$ cat src/rtl/muldiv_unit.sv
// Multi-cycle signed multiply (radix-2 Booth) / divide (restoring) sequencer
// that owns the HI/LO registers.
module muldiv_unit (
  input  logic        clock,
  input  logic        reset,
  input  logic        start,
  input  logic        op,
  input  logic [31:0] a,
  input  logic [31:0] b,
  output logic        busy,
  output logic        done,
  output logic        div_zero,
  output logic [31:0] hi,
  output logic [31:0] lo
);

  typedef enum logic [1:0] {IDLE, RUN, FIX, DONE} state_t;

  state_t      state_reg, state_next;
  logic        op_reg, a_neg, b_neg, dz_reg, q_m1;
  logic [32:0] acc;     // Booth accumulator (sign-extended) or remainder
  logic [31:0] mq;      // multiplier or quotient
  logic [31:0] mcand;   // multiplicand or divisor magnitude
  logic [5:0]  count;

  logic        accept, is_dz;
  logic [31:0] a_mag, b_mag, quo_fix, rem_fix;
  logic [32:0] booth_sum;
  logic [33:0] trial;

  assign accept = start && (state_reg == IDLE || state_reg == DONE);
  assign is_dz  = op && (b == 32'd0);
  assign a_mag  = a[31] ? -a : a;
  assign b_mag  = b[31] ? -b : b;

  // One extra accumulator bit keeps Booth exact when the multiplicand is -2^31.
  always_comb begin
    booth_sum = acc;
    case ({mq[0], q_m1})
      2'b01:   booth_sum = acc + {mcand[31], mcand};
      2'b10:   booth_sum = acc - {mcand[31], mcand};
      default: booth_sum = acc;
    endcase
  end

  assign trial   = {1'b0, acc[31:0], mq[31]} - {2'b00, mcand};
  assign quo_fix = (a_neg ^ b_neg) ? -mq : mq;
  assign rem_fix = a_neg ? -acc[31:0] : acc[31:0];

  always_ff @(posedge clock) begin
    if (reset) state_reg <= IDLE;
    else       state_reg <= state_next;
  end

  always_comb begin
    state_next = state_reg;
    busy       = 1'b0;
    done       = 1'b0;
    div_zero   = 1'b0;
    case (state_reg)
      IDLE, DONE: begin
        if (accept)                 state_next = is_dz ? DONE : RUN;
        else if (state_reg == DONE) state_next = IDLE;
        done     = (state_reg == DONE);
        div_zero = (state_reg == DONE) && dz_reg;
      end
      RUN: begin
        busy = 1'b1;
        if (count == 6'd1) state_next = FIX;
      end
      FIX: begin
        busy       = 1'b1;
        state_next = DONE;
      end
      default: state_next = IDLE;
    endcase
  end

  always_ff @(posedge clock) begin
    if (reset) begin
      op_reg <= 1'b0;
      a_neg  <= 1'b0;
      b_neg  <= 1'b0;
      dz_reg <= 1'b0;
      q_m1   <= 1'b0;
      acc    <= 33'd0;
      mq     <= 32'd0;
      mcand  <= 32'd0;
      count  <= 6'd0;
      hi     <= 32'd0;
      lo     <= 32'd0;
    end else begin
      case (state_reg)
        IDLE, DONE: begin
          if (accept) begin
            op_reg <= op;
            a_neg  <= a[31];
            b_neg  <= b[31];
            dz_reg <= is_dz;
            q_m1   <= 1'b0;
            acc    <= 33'd0;
            count  <= is_dz ? 6'd0 : 6'd32;
            mq     <= op ? a_mag : b;
            mcand  <= op ? b_mag : a;
          end
        end
        RUN: begin
          count <= count - 6'd1;
          if (op_reg) begin
            if (!trial[33]) acc <= trial[32:0];
            else            acc <= {acc[31:0], mq[31]};
            mq <= {mq[30:0], ~trial[33]};
          end else begin
            {acc, mq, q_m1} <= {booth_sum[32], booth_sum, mq};
          end
        end
        FIX: begin
          hi <= op_reg ? rem_fix : acc[31:0];
          lo <= op_reg ? quo_fix : mq;
        end
        default: ;
      endcase
    end
  end

endmodule

$ cat config.mk
export PLATFORM = sky130hd
export DESIGN_NAME = muldiv_unit
export DESIGN_NICKNAME = d
export VERILOG_FILES = /design/src/rtl/muldiv_unit.sv
export SDC_FILE = /design/constraint.sdc
export NUM_CORES = 1
export LEC_CHECK = 0
export CAP_MARGIN = 20
export CORE_MARGIN = 2
export CORE_UTILIZATION = 30
export DETAILED_ROUTE_END_ITERATION = 7
export REMOVE_ABC_BUFFERS = 1
export SYNTH_ARGS = -nofsm -noshare
export SYNTH_HDL_FRONTEND = slang
export SYNTH_SLANG_ARGS = --single-unit
$ cat constraint.sdc
create_clock -name clock -period 5.1 [get_ports clock]
set_input_delay 1.02 -clock clock [delete_from_list [all_inputs] [get_ports clock]]
set_output_delay 1.02 -clock clock [all_outputs]
set_load 0.05 [all_outputs]
; Yosys cells after proc, flatten, opt, wreduce, memory -nomap -nowiden
; Index checks and enable logic that the tools add are counted.
[word_totals]
inputBits = 68
reg_bits = 174
output_inout_bits = 67
elab_cells = 75
[op_classes]
n_eq_ne = 10
addsub = 8
mux = 30
reduce_logical = 13
bitwise_logic = 2
[ops]
columns = operator, n
row1 = $mux 32, 10
row2 = $pmux 33 s2, 2
row3 = $neg 32->32, 4
row4 = $mux 33, 3
row5 = $pmux 32 s2, 1
row6 = $sub 33x32->34, 1
row7 = $add 33x33->33, 1
row8 = $sub 33x33->33, 1
row9 = $logic_not 32->1, 1
row10 = $mux 6, 2
row11 = $pmux 6 s2, 1
row12 = $mux 2, 4
row13 = $eq 2x2->1 const B, 3
row14 = $eq 6x1->1 const B, 1
row15 = $ne 2x2->1 const B, 3
row16 = $pmux 2 s3, 1
row17 = $reduce_and 2->1, 3
row18 = $sub 6x1->6 const B, 1
row19 = $mux 1, 5
row20 = $eq 2x1->1 const B, 2
row21 = $reduce_or 2->1, 2
row22 = $logic_and 1x1->1, 3
row23 = $ne 3x3->1 const B, 1
row24 = $reduce_and 3->1, 1
row25 = 6 further kinds, 6

; Logic depth before layout (Yosys ltp)
[depth]
depth_word = 5
ltp_mapped = 19
mapped_depth_nobuf = 18

; Worst setup path before layout
; Ideal clock, no wire load.
[synth_path]
path_type = register -> register
start = register mcand[5]
end = register acc[32]
period_less_slack_ns = 4.073
path_stages_with_launch = 19
setup_ns = 0.117
required_time_ns = 4.983
n_path_buf = 1
path_slack_ns = 1.027
arrival_time_ns = 3.957
path_cell_list = dfxtp_1 -> nor4_1 -> and3_1 -> and3_1 -> and2_1 -> clkbuf_1 -> a21oi_1 -> xnor2_1 -> ha_1 -> nand2_1 -> nor2_1 -> a211oi_1 -> nand2_1 -> o31a_1 -> a41o_1 -> a311oi_1 -> mux2i_1 -> o21bai_1 -> a22o_1
[synth_via]
elab_chain_len = 4
word_cells_on_any_way = 7
classes_between = 3 x add/sub / 4 x mux
[synth_rtl]
columns = item, line
row1 = "start, declared", 23  ; logic [31:0] mcand;
row2 = "start signal, assigned", 104  ; mcand <= op ? b_mag : a;
row3 = "$sub 33x33->33, or another cell as far along", 41  ; 2'b10: booth_sum = acc - {mcand[31], mcand};
row4 = $pmux 33 s2 / $mux 33 (equally long branches), "39, 110"
row5 = $mux 33 (*), 109  ; if (op_reg) begin
row6 = $pmux 33 s2 (*), 93  ; case (state_reg)
row7 = "end signal, assigned", 110  ; if (!trial[33]) acc <= trial[32:0];
row8 = "end signal, assigned", 111  ; else acc <= {acc[31:0], mq[31]};
row9 = "end signal, assigned", 114  ; {acc, mq, q_m1} <= {booth_sum[32], booth_sum, mq};
row10 = "end, declared", 21  ; logic [32:0] acc;
; Mark *: on every way between the ends. The rest lies on a longest branch, timed or not.
; A chain may end at the register's enable or synchronous reset.

; Worst setup path after layout
; Same ends and word-level chain as after synthesis.

==> metrics.cfg <==
[status]
outcome = complete, no violations

[sta]
hold_viol_final = 0
final.setup_skew_ps = 16.5
rsz0062_at_grt = false
fin_crit_sh_pct = 87.2
slew_violations = 0
slew_headroom_pct = 33.0
finalSetupViolations = 0
fin_crit_ps = 4450
fmax_mhz = 225
fin_tns_setup_ps = 0
worstMarginPinSlew_ps = 998

[grt]
grt_util_met3_pct = 2.91
grt_start_max_net_pins = 112
grt.busiest_layer = met2
use_met2_pct = 31.5
grt_use_total_pct = 19.1
grt_pass1_wl_um = 76000
grt_pass1_vias = 13500
antenna_found_initial = 3
grt_use_met1_pct = 25.8
gr-total-overflow = 0

[place]
gp_congestion = 0.898
io_buffers = 134
detailed_place_hpwl_um = 36300
dp.cells = 2587

[power_and_ir_drop]
combPwrFrac_pct = 63.1
p_clk_share_pct = 14.3
seq_power_share_pct = 22.7
intPower_mw = 4.89
p_leak_nw = 6.20
peakVddDrop_uv = 252
power_density_nw_per_um2 = 582
power.switching_mw = 4.90
swShare_pct = 50.1

[layout]
layout.nets = 2136
final_cell_count_no_fill = 2622
drive_gt1_share_pct = 3.99
largest_reg_flops = 33
area_delta_synth_final_pct = 17.5
top_register = acc

[cts]
tritoncts = built
clkTransAtPathRegs_ps = 70
htreeDepth = 4
cts_setup_buffers = 0
cts.sinks = 174
clockRootBuffer = clkbuf_16
clk_latency_ps = 470
cts_buffer_depth = 2
cts_buffers = 17

[detailed_routing]
detail_route.wl_per_cell_um = 18.2
drcViolationCount = 0
wirelength_um = 47600
vias = 14400
drtPass1Iterations = 6
ant_nets = 0
drt_iter0_markers = 1241
via_per_inst = 5.48

[die]
start_util_pct = 30.2
die_height_um = 222
design.core.area_um2 = 47400
dieArea_um2 = 49500
die_x_um = 222
ioPinCount = 135
std_cell_rows = 80

[logic_synthesis]
async_reset_ff_share_pct = 0
netlist_area_um2 = 14300
synth-seq-area-share_pct = 24.3
synth_area_per_cell_um2 = 7.41
synth_edf_count = 0
ys_types = 72
yosys_register_bits = 174
synth_ff_type = dfxtp_1
synth-warning-count = 0
synthCells = 1932

[setup_path]
rrSetupSlack_ps = 650
r2r_cells = 17
path_max_fanout = 8
critPathArrivalTime_ps = 4800
crit_slowest_cell = nor4_2
reg2reg_to = acc[32]
worstPathRequired_ps = 5450
critPathLaunchType = register
crit_type = register to register
cp_slowest_stage_delay_ps = 370
path_cells = nor4_2 -> and3_1 -> and3_1 -> a21o_1 -> o21ai_0 -> xnor2_1 -> ha_1 -> nand2_1 -> nor2_1 -> a211oi_1 -> nand2_1 -> o31a_1 -> a41o_1 -> a311oi_1 -> mux2i_1 -> o21bai_1 -> a22o_1
crit_end = acc[32]
rr_startpoint = mcand[5]
crit_start = mcand[5]
crit_path_end_kind = register

[job]
maxCapViolCount = 0

[worst_hold_path]
holdCritPathClass = register to register

[how the worst min path moves through the flow]
stage / from / slack, ps / depth (start not counted) / endpoint
after global placement: dz_reg / 440 / 2 / dz_reg
after floorplan: dz_reg / 420 / 2 / dz_reg
after CTS: dz_reg / 450 / 2 / dz_reg
final: dz_reg / 450 / 2 / dz_reg
after detailed placement: dz_reg / 440 / 2 / dz_reg
after global routing: dz_reg / 490 / 2 / dz_reg
[layout make-up]
type | count | area (µm²)
sequential | 174 | 3480
timing repair buffer | 159 | 1540
fill | 5019 | 30600
multi-input combinational | 1566 | 10100
clock buffer | 23 | 478
tap | 615 | 769
inverter | 73 | 274
antenna | 3 | 7.51
clock inverter | 9 | 133
[worst max-delay path: cells and delay by family (launching register included)]
family          cells  cell delay (ps)
compound gates      8             2040
simple gates        6             1040
fa+ha+maj           1              370
mux                 1              370
flops               1              360
xor+xnor            1              150
[cell usage after synthesis, drive strengths merged (5+ instances only)]
cell / count / area (µm²)
a211oi: 111 / 833
a21o: 29 / 218
a21oi: 179 / 900
a221oi: 5 / 43.8
a22oi: 9 / 67.6
a311oi: 16 / 140
a31oi: 26 / 163
a32o: 9 / 90.1
and2: 11 / 68.8
and3: 15 / 93.8
buf: 10 / 37.5
clkbuf: 109 / 410
dfxtp: 174 / 3480
ha: 75 / 938
inv: 72 / 270
mux2: 9 / 101
mux2i: 42 / 420
nand2: 135 / 507
nand2b: 19 / 119
nand3: 20 / 100
nand4: 8 / 50.1
nor2: 255 / 957
nor2b: 12 / 75.1
nor3: 37 / 190
nor3b: 7 / 52.6
nor4: 17 / 106
o211ai: 21 / 158
o21a: 5 / 37.5
o21ai: 143 / 716
o311ai: 5 / 43.8
o31ai: 27 / 203
o41ai: 15 / 131
or3: 32 / 200
or4: 20 / 161
xnor2: 86 / 753
xor2: 107 / 937
[layer usage]
metal / share of wire [%] / vias to the layer above
met5: 0.021 / -
met1: 47 / 6772
li1: - / 7165
met3: 5.3 / 41
met4: 1.5 / 2
met2: 47 / 388
[placed cells by master, fill, tap and decap left out, types with 5 or more instances in the layout]
cell,Yosys,layout
nand2b_1,19,19
nand2_1,135,134
o211ai_1,21,21
inv_1,72,72
buf_4,0,26
o41ai_1,15,15
o21a_1,5,5
ha_1,75,74
xnor2_1,86,86
a31oi_1,26,26
a32o_1,9,9
nor3_1,36,36
nor4_1,17,16
nor2b_1,12,12
or3_1,32,32
nand4_1,8,8
xor2_1,107,107
nor2_1,255,255
a21o_1,29,29
dfxtp_1,174,173
nand3_1,20,20
clkbuf_16,0,17
and2_1,11,11
and3_1,15,15
clkdlybuf4s50_1,0,132
a21oi_1,178,178
a311oi_1,16,16
a221oi_1,5,5
o21ai_0,141,140
mux2i_1,42,42
nor3b_1,7,7
a211oi_1,111,111
mux2_2,8,8
o31ai_1,27,27
or4_1,17,17
a22oi_1,9,9
[power by group through the flow]
| stage | clock, mW | combinational (mW) | sequential, mW |
|---|---|---|---|
| 2_1_floorplan | 0 | 3.88 | 2.72 |
| 3_3_place_gp | 0 | 6.05 | 2.23 |
| 3_5_place_dp | 0 | 6.12 | 2.24 |
| 4_1_cts | 1.43 | 6.15 | 2.22 |
| 5_1_grt | 1.48 | 6.77 | 2.30 |
| 6_report | 1.40 | 6.17 | 2.22 |
[per-stage QoR]
step	worst slack [ps]	instance area, µm²	util, %	hold WS [ps]	total power, mW
3_3_place_gp	338	16200	34.1	441	8.27
3_5_place_dp	306	16200	34.1	442	8.36
4_1_cts	511	16800	35.4	452	9.79
5_1_grt	207	16800	35.4	488	10.5
2_1_floorplan	-29.0	13900	-	421	6.59
6_report	651	16800	35.5	449	9.79
[cells by family after synthesis]
family                     synth area share [%]
DFF                                        24.3
AOI/OAI and AO/OA                          28.9
adders and majority gates                  6.83
muxes                                      3.64
buffers and inverters                      5.04
and+or+nand+nor                            19.4
xor gates and xnor gates                   11.8
[timing repair]
item / 4_1_cts / 5_1_grt
hold buffers: 0 / 0
endpoints found under the setup margin: 0 / 1
gates resized for setup: 0 / 1
hold endpoints to repair: 0 / 0
(Power assumes the default switching activity.)
==> RTL edit 1: new RTL, same flow settings <==
Register the inputs `start`, `op`, `a` and `b` before use, cleared by the reset. The logic sees them one clock later.
--- a/src/rtl/muldiv_unit.sv
+++ b/src/rtl/muldiv_unit.sv
@@ -16,6 +16,25 @@
 
   typedef enum logic [1:0] {IDLE, RUN, FIX, DONE} state_t;
 
+  logic start_q;
+  logic op_q;
+  logic [31:0] a_q;
+  logic [31:0] b_q;
+
+  always_ff @(posedge clock) begin
+    if (reset) begin
+      start_q <= '0;
+      op_q    <= '0;
+      a_q     <= '0;
+      b_q     <= '0;
+    end else begin
+      start_q <= start;
+      op_q    <= op;
+      a_q     <= a;
+      b_q     <= b;
+    end
+  end
+
   state_t      state_reg, state_next;
   logic        op_reg, a_neg, b_neg, dz_reg, q_m1;
   logic [32:0] acc;     // Booth accumulator (sign-extended) or remainder
@@ -28,10 +47,10 @@
   logic [32:0] booth_sum;
   logic [33:0] trial;
 
-  assign accept = start && (state_reg == IDLE || state_reg == DONE);
-  assign is_dz  = op && (b == 32'd0);
-  assign a_mag  = a[31] ? -a : a;
-  assign b_mag  = b[31] ? -b : b;
+  assign accept = start_q && (state_reg == IDLE || state_reg == DONE);
+  assign is_dz  = op_q && (b_q == 32'd0);
+  assign a_mag  = a_q[31] ? -a_q : a_q;
+  assign b_mag  = b_q[31] ? -b_q : b_q;
 
   // One extra accumulator bit keeps Booth exact when the multiplicand is -2^31.
   always_comb begin
@@ -93,15 +112,15 @@
       case (state_reg)
         IDLE, DONE: begin
           if (accept) begin
-            op_reg <= op;
-            a_neg  <= a[31];
-            b_neg  <= b[31];
+            op_reg <= op_q;
+            a_neg  <= a_q[31];
+            b_neg  <= b_q[31];
             dz_reg <= is_dz;
             q_m1   <= 1'b0;
             acc    <= 33'd0;
             count  <= is_dz ? 6'd0 : 6'd32;
-            mq     <= op ? a_mag : b;
-            mcand  <= op ? b_mag : a;
+            mq     <= op_q ? a_mag : b_q;
+            mcand  <= op_q ? b_mag : a_q;
           end
         end
         RUN: begin
Function: changed (Yosys sat finds a counterexample within 4 cycles, from zero or initial values and one cycle with reset high).
==> RTL edit 1 against the unedited design <==
Sequential power rose by 14%; setup slack improved by 0.058 ns; synthesized cell count rose by 11%; power rose by 2.0%; sequential cell count increased by 66; routed wire length increased by 6.8%; cell count rose by 13%; clock power is 51% higher; synthesized area grew 16%; final area grew 16%; critical endpoint unchanged; highest routed layer is now met4.
==> RTL edit 1: results (changes against the unedited design) <==
GRT
  • First-pass GRT wire length: 82.04 mm (+8.0%)
  • Initial antenna violation count: 0 (-3)
  • Largest net degree at the start of global routing: 117 (+4.5%)
  • Vias in the first global route: 15200 (+13%)
  • Total Routing Usage GR: 17.58% (-1.5 points)

Setup path
  • Arrival @ worst endpoint: 4.89 ns (+0.09 ns)
  • Reg2reg setup slack: 0.71 ns (+0.06 ns)
  • CP top delay family: simple AND/OR/NAND/NOR gates
  • Slowest CP cell: nor4_1
  • Worst-path fanout max: 9 (+1)
  • Worst path max stage delay: 0.41 ns (+0.04 ns)

Logic synthesis
  • Sequential cell area fraction in the yosys report: 28.87% (+4.5 points)
  • Ys flop type: dfxtp_1
  • Area contributors post-synth: dfxtp_1 29%, nor2_1 5.9%, xor2_1 5.8%
  • Commonest cells in the netlist: 261 x nor2_1, 240 x dfxtp_1, 191 x a21oi_1, 168 x nand2_1, 128 x a211oi_1
  • Cell variety after synth: 81 (+13%)
  • Share of flip-flops with an asynchronous set or reset: 0% (unchanged)
  • Synth Warn #: 0 (unchanged)

Detailed routing
  • Final WL: 50.83 mm (+6.8%)
  • DR vias: 15460 (+7.6%)
  • Drt pass-1 iters: 5 (-1)
  • DRC Markers: 0 (unchanged)
  • Initial drt markers: 939 (-24%)

Timing
  • Highest Clock Rate: 0.2277 GHz (+1.3%)
  • Worst-margin pin slew: 0.9242 ns (-0.07379 ns)
  • Clk_skew: 0.02299 ns (+0.006485 ns)

Power and ir drop
  • Maximum vdd drop: 263.5 µV (+4.7%)
  • LEAKAGE: 7.048 nW (+14%)

Clocking
  • Clock tree buffer depth: 3 (+1)
  • Resize count post-CTS: 0 (unchanged)
  • Worst-path clk slew: 0.07 ns (about the same)
  • H-Tree Depth: 1 (-3)
  • CTS Buf Count: 29 (+12)
  • Clock Tree Root: clkbuf_16
  • Clock latency on the worst-skew pair: 0.58 ns (+0.11 ns)
  • Post-CTS Repair Setup Buffers: 0 (unchanged)

Placement
  • Gpl congestion: 0.8751 (-2.6%)
  • Dpl ws: 0.7369 ns (+0.4306 ns)
  • DP HPWL: 38.00 mm (+4.6%)
  • IO Port Bufs: 134 (unchanged)

Hold path
  • Worst hold path class: reg2reg

Layout
  • Layout cell share with drive strength beyond 1: 5.430% (+1.4 points)
  • FILL cells: 5632 (+12%)
  • Max reg flops: 33 (unchanged)
  • Fin nets: 2332 (+9.2%)
  • N_diodes: 0 (-3)

Status
  • Status: finished, final reports clean
[RTL edit 1: cell types whose count changed after synthesis, sizes merged, moves of 11 or more]
cell    unedited run  this run
o211ai            21        47
mux2i             42        31
dfxtp            174       240
nor2b             12        83
a21oi            179       191
buf               10        26
a22o               2        14
a211oi           111       128
nand2            135       168
clkbuf           109       123
o21ai            143        94
[RTL edit 1: layout make-up]
cell class / count / area [µm²] / area share [%]
inverter: 70 / 262.8 / 1.346
tap: 748 / 935.9 / 4.794
multi-input combinational: 1694 / 11030 / 56.52
sequential: 240 / 4812 / 24.65
clock inverter: 20 / 180.2 / 0.9230
timing repair buffer: 152 / 1490 / 7.634
clock buffer: 34 / 807.0 / 4.134
[RTL edit 1: cell families after synthesis]
| logic type | share of synthesized area [%] |
|---|---|
| mux | 2.542 |
| buf+inv | 5.030 |
| compound gates | 26.63 |
| simple gates | 20.99 |
| flops | 28.87 |
| xor+xnor | 10.05 |
| fa+ha+maj | 5.880 |
[RTL edit 1: final timing paths]
| kind | startpoint | end | cells after the start |
|---|---|---|---|
| min reg2reg | dz_reg$_SDFFE_PP0P_ | dz_reg$_SDFFE_PP0P_ | 2 |
| min | dz_reg$_SDFFE_PP0P_ | dz_reg$_SDFFE_PP0P_ | 2 |
| max | mcand[2]$_SDFFE_PP0P_ | acc[32]$_SDFFE_PP0P_ | 17 |
| max reg2reg | mcand[2]$_SDFFE_PP0P_ | acc[32]$_SDFFE_PP0P_ | 17 |
[RTL edit 1: metrics by stage]
| stage | cell area, µm² | hold slack, ns | instances |
|---|---|---|---|
| final | 19520 | 0.4451 | 2958 |
| after CTS | 19520 | 0.4473 | 2958 |
| after global placement | 18530 | 0.4402 | 2904 |
| after floorplan | 16070 | 0.4213 | 2004 |
| after detailed placement | 18530 | 0.4389 | 2904 |
| after global routing | 19520 | 0.4871 | 2958 |
[RTL edit 1: worst min-delay path, cell delays in order (launching register included)]
cell and delay, ns:
dfxtp_1 0.30, nand2_1 0.05, a21oi_1 0.05
[RTL edit 1: routing by layer]
| metal | share of wire [%] | track usage [%] |
|---|---|---|
| met4 | 2.1 | 5.019 |
| met3 | 5.1 | 1.855 |
| met1 | 47 | 23.82 |
| met5 | 0 | 0 |
| met2 | 46 | 29.44 |
[RTL edit 1: where the power goes]
group          leakage (nW)  internal, mW  switching (mW)
sequential             1.97          2.18           0.351
combinational          4.59          1.97            3.37
clock                 0.488          1.24           0.881
==> RTL edit 2: new RTL, same settings <==
Made on the original files. Encoding of `state_t`: now one-hot (4 bits for 4 states).
--- a/src/rtl/muldiv_unit.sv
+++ b/src/rtl/muldiv_unit.sv
@@ -14,7 +14,7 @@
   output logic [31:0] lo
 );
 
-  typedef enum logic [1:0] {IDLE, RUN, FIX, DONE} state_t;
+  typedef enum logic [3:0] {IDLE = 4'b0001, RUN = 4'b0010, FIX = 4'b0100, DONE = 4'b1000} state_t;
 
   state_t      state_reg, state_next;
   logic        op_reg, a_neg, b_neg, dz_reg, q_m1;
Behaviour: same outputs for any inputs over 4 cycles, from zero or initial values and one cycle with reset high; so few cycles prove little.
==> RTL edit 2 against the unedited design <==
Setup slack got worse by 0.11 ns; sequential share of layout area is 0.27 points lower; via count is 1.9% higher; cell count rose by 2.3%; sequential cell count increased by 2; routed wire length up 4.4%; first-iteration DRC count decreased by 14%; synthesized area up 2.8%; critical endpoint is now acc[31]$_SDFFE_PP0P_; final area grew 2.5%.
Power is not compared: it rests on default switching activity, and its combinational part moved more than twofold at a synthesized area within 25%.
==> RTL edit 2: results (changes against the unedited design) <==
Layout
  • Logic inverters: 72 (-1.4%)
  • N_diodes: 4 (+1)
  • Max reg flops: 33 (unchanged)
  • Finished Core Util: 35.46% (about the same)
  • Layout cell share with drive strength beyond 1: 4.623% (+0.63 points)
  • #MultiIn Comb: 1610 (+2.8%)
  • Buffer share of cell area: 9.241% (+0.11 points)
  • Clock tree cell share of total cell area: 3.612% (-0.017 points)
  • Multi-input combinational area share: 60.56% (+0.29 points)
  • Sequential share of cell area: 20.45% (-0.27 points)
  • Buffers outside the clock class: 165 (+3.8%)
  • Fin nets: 2184 (+2.2%)
  • Fin cells: 2681 (+2.3%)

Detailed routing
  • Final WL: 49.68 mm (+4.4%)
  • Initial drt markers: 1064 (-14%)
  • Drt pass-1 iters: 5 (-1)
  • DR vias: 14640 (+1.9%)

Logic synthesis
  • Flops & latches, synth: 176 (+1.1%)
  • Commonest cells in the netlist: 267 x nor2_1, 185 x a21oi_1, 176 x dfxtp_1, 159 x nand2_1, 130 x clkbuf_1
  • Sequential cell area fraction in the yosys report: 23.93% (-0.39 points)
  • Adder-Cell Fraction of Synth Area: 6.391% (-0.44 points)
  • Compound-gate portion of the synthesized area: 29.99% (+1.1 points)
  • Proportion of synthesized area in mux cells: 3.153% (-0.49 points)
  • Cell variety after synth: 73 (+1.4%)
  • Cell count after synthesis: 1999 (+3.5%)
  • Area contributors post-synth: dfxtp_1 24%, nor2_1 6.8%, a21oi_1 6.3%
  • XOR/XNOR share of the synthesized area: 11.24% (-0.56 points)

GRT
  • Total Routing Usage GR: 19.59% (+0.49 points)
  • Largest net degree at the start of global routing: 149 (+33%)
  • Initial antenna violation count: 5 (+2)
  • First-pass GRT wire length: 78.65 mm (+3.5%)

Status
  • Status: finished, final reports clean

Timing
  • Slew margin rel.: 40.53% (+7.6 points)
  • Clk_skew: 0.01277 ns (-0.003739 ns)

Power and ir drop
  • Switching Share: around 36%
  • Total power: between 4 and 5 mW

Placement
  • Placed Cells: 2645 (+2.2%)
  • Gpl congestion: 0.9073 (+1.0%)
  • DP HPWL: 37.35 mm (+2.8%)
  • Post-DP Area: 16610 µm² (+2.6%)
  • Dpl ws: 0.4728 ns (+0.1665 ns)

Clocking
  • Clock tree buffer depth: 2 (unchanged)

Setup path
  • CP top delay family: simple AND/OR/NAND/NOR gates
  • Worst-path fanout max: 6 (-2)
  • Arrival @ worst endpoint: 4.96 ns (+0.16 ns)
RTL edit 2: cell types whose count changed after synthesis, moves of 9 or more:
cell,delta
a211oi_1,-9
a22o_1,+9
a31oi_1,+16
clkbuf_1,+22
nand2_1,+24
nor2_1,+12
o211ai_1,+21
o21ai_0,-36
or3_1,-10
xor2_1,-9
RTL edit 2: worst paths after layout:
check	cells past startpoint	startpoint	to	slack, ns
hold / removal	2	lo[26]$_SDFFE_PP0N_	lo[26]$_SDFFE_PP0N_	0.45
setup / recovery	20	mcand[11]$_SDFFE_PP0P_	acc[31]$_SDFFE_PP0P_	0.54
setup reg to reg	20	mcand[11]$_SDFFE_PP0P_	acc[31]$_SDFFE_PP0P_	0.54
hold reg to reg	2	lo[26]$_SDFFE_PP0N_	lo[26]$_SDFFE_PP0N_	0.45
RTL edit 2: layer usage:
metal	vias up	global-route usage (%)	wire length, µm
li1	7381	-	-
met4	2	5.747	845
met1	6821	26.41	23310
met2	391	31.76	22560
met3	47	3.559	2949
met5	-	0	13
